## config.mk

```make
export PLATFORM = sky130hd
export DESIGN_NAME = alu_op_sequencer
export DESIGN_NICKNAME = d
export VERILOG_FILES = /design/src/rtl/alu_op_sequencer.sv
export SDC_FILE = /design/constraint.sdc
export NUM_CORES = 1
export LEC_CHECK = 0
export CORE_ASPECT_RATIO = 1.1
export CORE_MARGIN = 4
export CORE_UTILIZATION = 49
export CTS_BUF_LIST = sky130_fd_sc_hd__clkbuf_8
export CTS_CLUSTER_DIAMETER = 40
export DETAILED_ROUTE_END_ITERATION = 7
export GPL_TIMING_DRIVEN = 0
export HOLD_SLACK_MARGIN = 0.05
export PLACE_DENSITY_LB_ADDON = 0.2
export SETUP_SLACK_MARGIN = 0.02
export SYNTH_ARGS = -nofsm -noshare
export SYNTH_HDL_FRONTEND = slang
export SYNTH_SLANG_ARGS = --single-unit
```

## constraint.sdc

```tcl
create_clock -name clk -period 1.9 [get_ports clk]
set_input_delay 0.38 -clock clk [delete_from_list [all_inputs] [get_ports clk]]
set_output_delay 0.38 -clock clk [all_outputs]
set_load 0.02 [all_outputs]
```

## src/rtl/alu_op_sequencer.sv

```systemverilog
// alu_op_sequencer: buffers ALU requests in a small FIFO, issues them one at a
// time to an external combinational ALU, and captures each result for an
// in-order valid/ready consumer.
//
// state | meaning
// ------+----------------------------------------------------------
// IDLE  | nothing in flight; waiting for a queued request
// DRIVE | operands on the ALU inputs; ALU outputs settling
// HOLD  | result captured; out_valid high until out_ready
module alu_op_sequencer #(
  parameter int DEPTH  = 4,
  parameter int AW     = 2,
  parameter int DATA_W = 4,
  parameter int SEL_W  = 3
) (
  input  logic              clk,
  input  logic              rst_n,
  input  logic              in_valid,
  output logic              in_ready,
  input  logic [DATA_W-1:0] in_a,
  input  logic [DATA_W-1:0] in_b,
  input  logic [SEL_W-1:0]  in_sel,
  output logic [DATA_W-1:0] alu_a,
  output logic [DATA_W-1:0] alu_b,
  output logic [SEL_W-1:0]  alu_sel,
  input  logic [DATA_W:0]   alu_result,
  input  logic              alu_carry,
  input  logic              alu_zero,
  input  logic              alu_negative,
  output logic              out_valid,
  input  logic              out_ready,
  output logic [DATA_W:0]   out_result,
  output logic              out_carry,
  output logic              out_zero,
  output logic              out_negative,
  output logic [AW:0]       count
);

  typedef enum logic [1:0] {
    IDLE  = 2'd0,
    DRIVE = 2'd1,
    HOLD  = 2'd2
  } state_t;

  state_t state_q, state_d;

  logic [DATA_W-1:0] mem_a   [DEPTH];
  logic [DATA_W-1:0] mem_b   [DEPTH];
  logic [SEL_W-1:0]  mem_sel [DEPTH];

  logic [AW-1:0] wr_ptr_q, rd_ptr_q;
  logic [AW:0]   count_q, count_d;
  logic          push, pop;

  logic [DATA_W-1:0] alu_a_q, alu_b_q;
  logic [SEL_W-1:0]  alu_sel_q;
  logic [DATA_W:0]   res_q;
  logic              carry_q, zero_q, neg_q;

  // Full check uses the registered count only, so a same-cycle pop never frees a slot.
  assign in_ready = (count_q != (AW+1)'(DEPTH));
  assign push     = in_valid && in_ready;

  // Next-state and pop decision; a pop always coincides with entering DRIVE.
  always_comb begin
    state_d = state_q;
    pop     = 1'b0;
    case (state_q)
      IDLE: begin
        if (count_q != '0) begin
          pop     = 1'b1;
          state_d = DRIVE;
        end
      end
      DRIVE: state_d = HOLD;
      HOLD: begin
        if (out_ready) begin
          if (count_q != '0) begin
            pop     = 1'b1;
            state_d = DRIVE;
          end else begin
            state_d = IDLE;
          end
        end
      end
      default: state_d = IDLE;
    endcase
  end

  // Occupancy update; simultaneous push and pop cancel.
  always_comb begin
    count_d = count_q;
    case ({push, pop})
      2'b10:   count_d = count_q + 1'b1;
      2'b01:   count_d = count_q - 1'b1;
      default: count_d = count_q;
    endcase
  end

  // State, pointers and occupancy; pointers wrap naturally at DEPTH.
  always_ff @(posedge clk or negedge rst_n) begin
    if (!rst_n) begin
      state_q  <= IDLE;
      wr_ptr_q <= '0;
      rd_ptr_q <= '0;
      count_q  <= '0;
    end else begin
      state_q <= state_d;
      count_q <= count_d;
      if (push) wr_ptr_q <= wr_ptr_q + 1'b1;
      if (pop)  rd_ptr_q <= rd_ptr_q + 1'b1;
    end
  end

  // FIFO storage; contents are don't-care while count says empty.
  always_ff @(posedge clk) begin
    if (push) begin
      mem_a[wr_ptr_q]   <= in_a;
      mem_b[wr_ptr_q]   <= in_b;
      mem_sel[wr_ptr_q] <= in_sel;
    end
  end

  // Operand registers change only when an entry is popped.
  always_ff @(posedge clk or negedge rst_n) begin
    if (!rst_n) begin
      alu_a_q   <= '0;
      alu_b_q   <= '0;
      alu_sel_q <= '0;
    end else if (pop) begin
      alu_a_q   <= mem_a[rd_ptr_q];
      alu_b_q   <= mem_b[rd_ptr_q];
      alu_sel_q <= mem_sel[rd_ptr_q];
    end
  end

  // Capture the settled ALU outputs at the end of DRIVE; held until the next capture.
  always_ff @(posedge clk or negedge rst_n) begin
    if (!rst_n) begin
      res_q   <= '0;
      carry_q <= 1'b0;
      zero_q  <= 1'b0;
      neg_q   <= 1'b0;
    end else if (state_q == DRIVE) begin
      res_q   <= alu_result;
      carry_q <= alu_carry;
      zero_q  <= alu_zero;
      neg_q   <= alu_negative;
    end
  end

  assign alu_a        = alu_a_q;
  assign alu_b        = alu_b_q;
  assign alu_sel      = alu_sel_q;
  assign out_valid    = (state_q == HOLD);
  assign out_result   = res_q;
  assign out_carry    = carry_q;
  assign out_zero     = zero_q;
  assign out_negative = neg_q;
  assign count        = count_q;

endmodule

```

-- Yosys cells after proc, flatten, opt, wreduce, memory -nomap -nowiden
Memory sizes are Yosys's and may differ from the RTL's. A register that Yosys moved wholly into a read port is not among the register bits.
Index checks and enable logic that the tools add are counted.
- $add $sub $neg: 4
- equal/unequal tests: 7
- mux-type cells: 10
- reductions and logical operators: 8
- operators by type and width (kind ; count):
    2-bit one-hot mux with 3 select lines ; 1
    3-bit one-hot mux with 2 select lines ; 1
    1-bit 2-to-1 mux ; 5
    2-bit by 1-bit adder with 2-bit output (second input constant) ; 2
    2-bit by 1-bit equality test with 1-bit output (second input constant) ; 2
    2-bit equality test (second input constant) ; 2
    2-bit 2-to-1 mux ; 2
    3-bit by 1-bit adder with 3-bit output (second input constant) ; 1
    1-bit logical NOT ; 3
    3-bit != test (second input constant) ; 1
    3-bit nonzero test ; 1
    3-bit by 1-bit subtractor with 3-bit output (second input constant) ; 1
    2-bit logical NOT ; 1
    2-bit by 1-bit != test with 1-bit output (second input constant) ; 1
    2-bit != test (second input constant) ; 1
    1-bit one-hot mux with 2 select lines ; 1
    2-bit AND reduction ; 1
    2-bit nonzero test ; 1
    1-bit logical AND ; 1
- register bits after elaboration: 17
- bits in writable memories: 44
- bits of input ports: 23
- output and inout bits: 24
- logic and storage cells: 40
- memories: 3
- memories (name ; words ; width ; read ports ; clocked after Yosys merged registers in ; wr ports ; line ; source):
    mem_a ; 4 ; 4 ; 1 ; 1 ; 1 ; 47 ; logic [DATA_W-1:0] mem_a [DEPTH];
    mem_b ; 4 ; 4 ; 1 ; 1 ; 1 ; 48 ; logic [DATA_W-1:0] mem_b [DEPTH];
    mem_sel ; 4 ; 3 ; 1 ; 1 ; 1 ; 49 ; logic [SEL_W-1:0] mem_sel [DEPTH];

-- Longest topological paths before layout
- depth in word-level cells: 6
- depth in mapped cells: 9
- mapped depth without buffers: 9

-- Worst setup path after synthesis
Ideal clock, no wire load.
- path kind: register to register
- start: register count_q[2], in the netlist count[2]
- end: register count_q[2], in the netlist count[2]
- arrival: 2.152 ns
- data required time: 1.820 ns
- setup slack: -0.332 ns
- cell stages (with the launch flop): 10
- buffers on the path: 0
- period minus slack after synthesis: 2.232 ns
- cells stage by stage: dfrtp_1 > or3b_4 > and2_4 > inv_1 > ha_1 > inv_1 > fa_1 > xor2_1 > nor2_1 > xor2_1
- elaborated cells on any way between the ends: 12
- those cells by class: add/sub: 2; eq/ne: 3; mux: 4; reduce/logical: 3
- RTL lines (element ; line ; source):
    start: declaration ; 52 ; logic [AW:0] count_q, count_d;
    start signal: assignment ; 109 ; count_q <= count_d;
    3-bit != test (*) ; 61 ; assign in_ready = (count_q != (AW+1)'(DEPTH));
    named net in_ready ; 19 ; output logic in_ready,
    1-bit logical AND (*) ; 62 ; assign push = in_valid && in_ready;
    2-bit by 1-bit equality test with 1-bit output / 2-bit equality test (equally long branches) ; 93 ; case ({push, pop})
    3-bit one-hot mux with 2 select lines / 2-bit nonzero test (equally long branches) ; n/a ;
Mark *: on every way through the listed nets, which the timed path passes. The rest lies on a longest branch.
A chain may end at the register's enable or synchronous reset.

-- Worst setup path after layout
- start: register count_q[1], in the netlist count[1]
- end: register count_q[2], in the netlist count[2]
- word-level cells in the longest chain between the ends: 6
- elaborated cells on any way between the ends: 12
- those cells by class: add/sub: 2; eq/ne: 3; mux: 4; reduce/logical: 3
- RTL lines (element ; line ; source):
    3-bit nonzero test ; 70, 78 ;
    1-bit 2-to-1 mux ; 70, 78 ;
    1-bit 2-to-1 mux ; 77 ; if (out_ready) begin
    1-bit one-hot mux with 2 select lines ; 68 ; case (state_q)
    2-bit by 1-bit equality test with 1-bit output / 2-bit equality test (equally long branches) ; 93 ;
    3-bit one-hot mux with 2 select lines / 2-bit nonzero test (equally long branches) ; n/a ;
Several ways; a longest one is shown, not always the timed one.

==> results.md <==
- Status: finished, violations left
- Violations in the final reports: negative setup slack
- Total track usage: between 10% and 20%
- Clk_lat worst skew: roughly 0.34 ns
- P per Cell Area: roughly 1800 nW/um^2
- Setup WS post-layout: -0.134 ns
- Vias: approximately 1500
- Post-route ant nets: 0
- Setup crit start kind: flop
- Final slew viol count: 0
- Final hold vios: 0
- Die W: 80.6 um
- Rows: 28
- Number of enable flip-flop cells after synthesis: 44
- Die ar.: approximately 7100 sq um
- Via/cell ratio: 5.10
- Initial antenna violation count: 0
- CTS tree: built
- Initial Utilization: between 50% and 60%
- Async set-reset flop share out of synthesis: a little under 40%
- Most frequent cell after synthesis: edfxtp_1
- Predominant post-synthesis flop cell: edfxtp_1
- Worst-Margin Slew: between 0.6 and 0.7 ns
- First DRT Iteration DRCs: 74
- Worst slew margin: between 50% and 60%
- First-pass GRT wire length: about 8.6 mm
- Die Y: approximately 90 um
- Maximum vdd drop: slightly below 0.9 mV
- Cts bufs inserted: 9
- Worst endpoint data arrival time: about 2.3 ns
- CTS H-tree lvls: 3
- RSZ-0062 raised after global routing: true
- Register area share after synthesis: 71.2%
- Critical path endpoint category: flop
- Required @ worst endpoint: about 2.2 ns
- Io pins: 47
- Clock sinks: 72
- CP max stage delay: just over 0.4 ns
- Antenna cells: 0
- Syn Nets: about 170
- Worst-path clk slew: ~0.080 ns
- Vias in the first global route: between 1500 and 2000
- Crit path cell chain: or3b_4, and2_4, inv_4, ha_4, inv_2, fa_2, xor2_1, nor2_1, xor2_1
- PortBufs: 46
- Final Power: 6.88 mW
- Routed length per placed instance: approximately 19 um
- Synth unique cells: 27
- Reg2Reg Depth: 9
- Tcrit/Tclk final: 107%
- Hpwl dp: between 3 and 4 mm
- Post-synth top area cell: edfxtp_1
- Fillers: around 380
- CP Class: flop to flop
- Footprint of the multi-input gates: 798 sq um
- Top-area cell type share of the netlist area: 46.5%
- Crit Path Max Fanout: 2
- Final min period: about 2.0 ns
- DRC: 0
- Layout Area Growth over Synthesis: 33.4%
- Clk root buf: clkbuf_8
- Final setup viols: 2
- Yosys warning count: 0
- Hold_ws: 0.0510 ns
- Share of post-route cells with drive strength above 1: 33.9%
- Worst path slowest cell: dfrtp_1
- Leakage: roughly 1.5 nW
- TritonRoute pass-1 iters: 4
- Register area: 2020 sq um
- Routed WL: 5.42 mm
- Syn Area/Cell: between 20 and 25 sq um
- Number of max-cap violations: 0
- Mapped cell area: between 2000 and 3000 sq um
- Place WS: -0.727 ns
- Area contributors post-synth: edfxtp_1 (47%), dfrtp_1 (25%), mux4_2 (7.9%)
- Yosys reg bits: between 70 and 80
- Top post-synthesis cells by count: edfxtp_1 (44), dfrtp_1 (28), mux4_2 (10)
- Global route overflow: 0
- Largest net degree at the start of global routing: 29
- Crit path top cell by count: xor2_1
- Hold Path Class: primary input to async pin
- Longest Clk Path Bufs: 2
- Routability Congestion: a little over 0.7
- Final #Nets: roughly 240
- Max Clk Rate: 492 MHz
- Gate Count Post-Synth: 142
- Core Area: between 5000 and 6000 sq um
- Layout Skew: 0.0102 ns
through the flow:
step / std cells / cell area, sq um / TNS, ns / utilization, %
final: 293 / 3790 / -0.140 / 68.9
after global routing: 293 / 3790 / -0.221 / 68.9
after CTS: 290 / 3750 / -0.0783 / 68.2
after detailed placement: 263 / 3410 / -4.70 / 62.0
after global placement: 263 / 3410 / -1.90 / 62.0
after floorplan: 142 / 2860 / -0.357 / -
routing by layer:
layer,track usage (%),share of wire [%],vias up
li1,-,-,682
met1,19.0,38,758
met2,30.0,55,45
met3,4.73,5.1,10
met4,7.83,1.5,0
met5,0,0,-
cells in the final DEF (no fill, tap or decap), drive strengths merged, types with 2 or more instances in the layout:
master,instances
nor2b,2
inv,6
dfrtp,28
nand2b,2
edfxtp,44
clkbuf,12
clkdlybuf4s50,40
bufinv,3
dlygate4sd2,2
ha,5
xor2,4
buf,19
mux2,20
xnor2,2
mux4,11
nor3,3
and3,4
dlymetal6s2s,2
cells by family (layout without fill, tap and decap cells):
group           Yosys count  count (layout)  share of synthesized area, %
compound gates            1               1                         0.176
mux                      32              32                          18.3
fa+ha+maj                 6               6                          2.91
simple gates             15              15                          3.79
xor+xnor                  6               6                          1.85
buf+inv                  10              86                          1.76
flops                    72              72                          71.2
timing repair:
action	in CTS	in global routing
pin swaps	6	2
buffers inserted	11	4
resized for setup	9	6
endpoints found under the setup margin	4	4
hold buffers	0	0
area by class of cell:
class | count | area share (%)
Tap cell | 75 | 2.48
Multi-Input combinational cell | 60 | 21.1
Clock buffer | 11 | 4.00
Buffer | 3 | 0.528
Sequential cell | 72 | 53.4
Timing Repair Buffer | 61 | 15.1
Clock inverter | 5 | 2.71
Inverter | 6 | 0.661
power by group:
part / internal, mW / switching (mW)
sequential: 2.21 / 0.265
clock: 0.941 / 0.548
combinational: 1.60 / 1.31
total: 4.75 / 2.13
final timing paths:
| check | startpoint | endpoint | slack (ns) |
|---|---|---|---|
| setup / recovery | count[1] | count[2] | -0.13 |
| hold / removal | rst_n | out_result[4] | 0.05 |
| setup reg to reg | count[1] | count[2] | -0.13 |
| hold reg to reg | out_carry | out_carry | 0.50 |
| max in group asynchronous | rst_n | count[2] | 1.39 |
| min in group clk | out_ready | state_q[1] | 0.48 |
worst max-delay path, delay by kind of cell (launching register included):
kind	cells	cell delay [ns]
AND/OR/NAND/NOR	3	0.68
adder cells (fa/ha/maj)	2	0.46
flip-flops	1	0.41
XOR/XNOR	2	0.30
buffers and inverters	2	0.09
sequential cells by signal (all words and copies together), names as in the netlist:
name,count
alu_sel,3
out_carry,1
rd_ptr_q,2
mem_a,16
out_zero,1
wr_ptr_q,2
out_negative,1
out_result,5
alu_b,4
mem_b,16
alu_a,4
count,3
state_q,2
mem_sel,12
(Power assumes the default switching activity.)
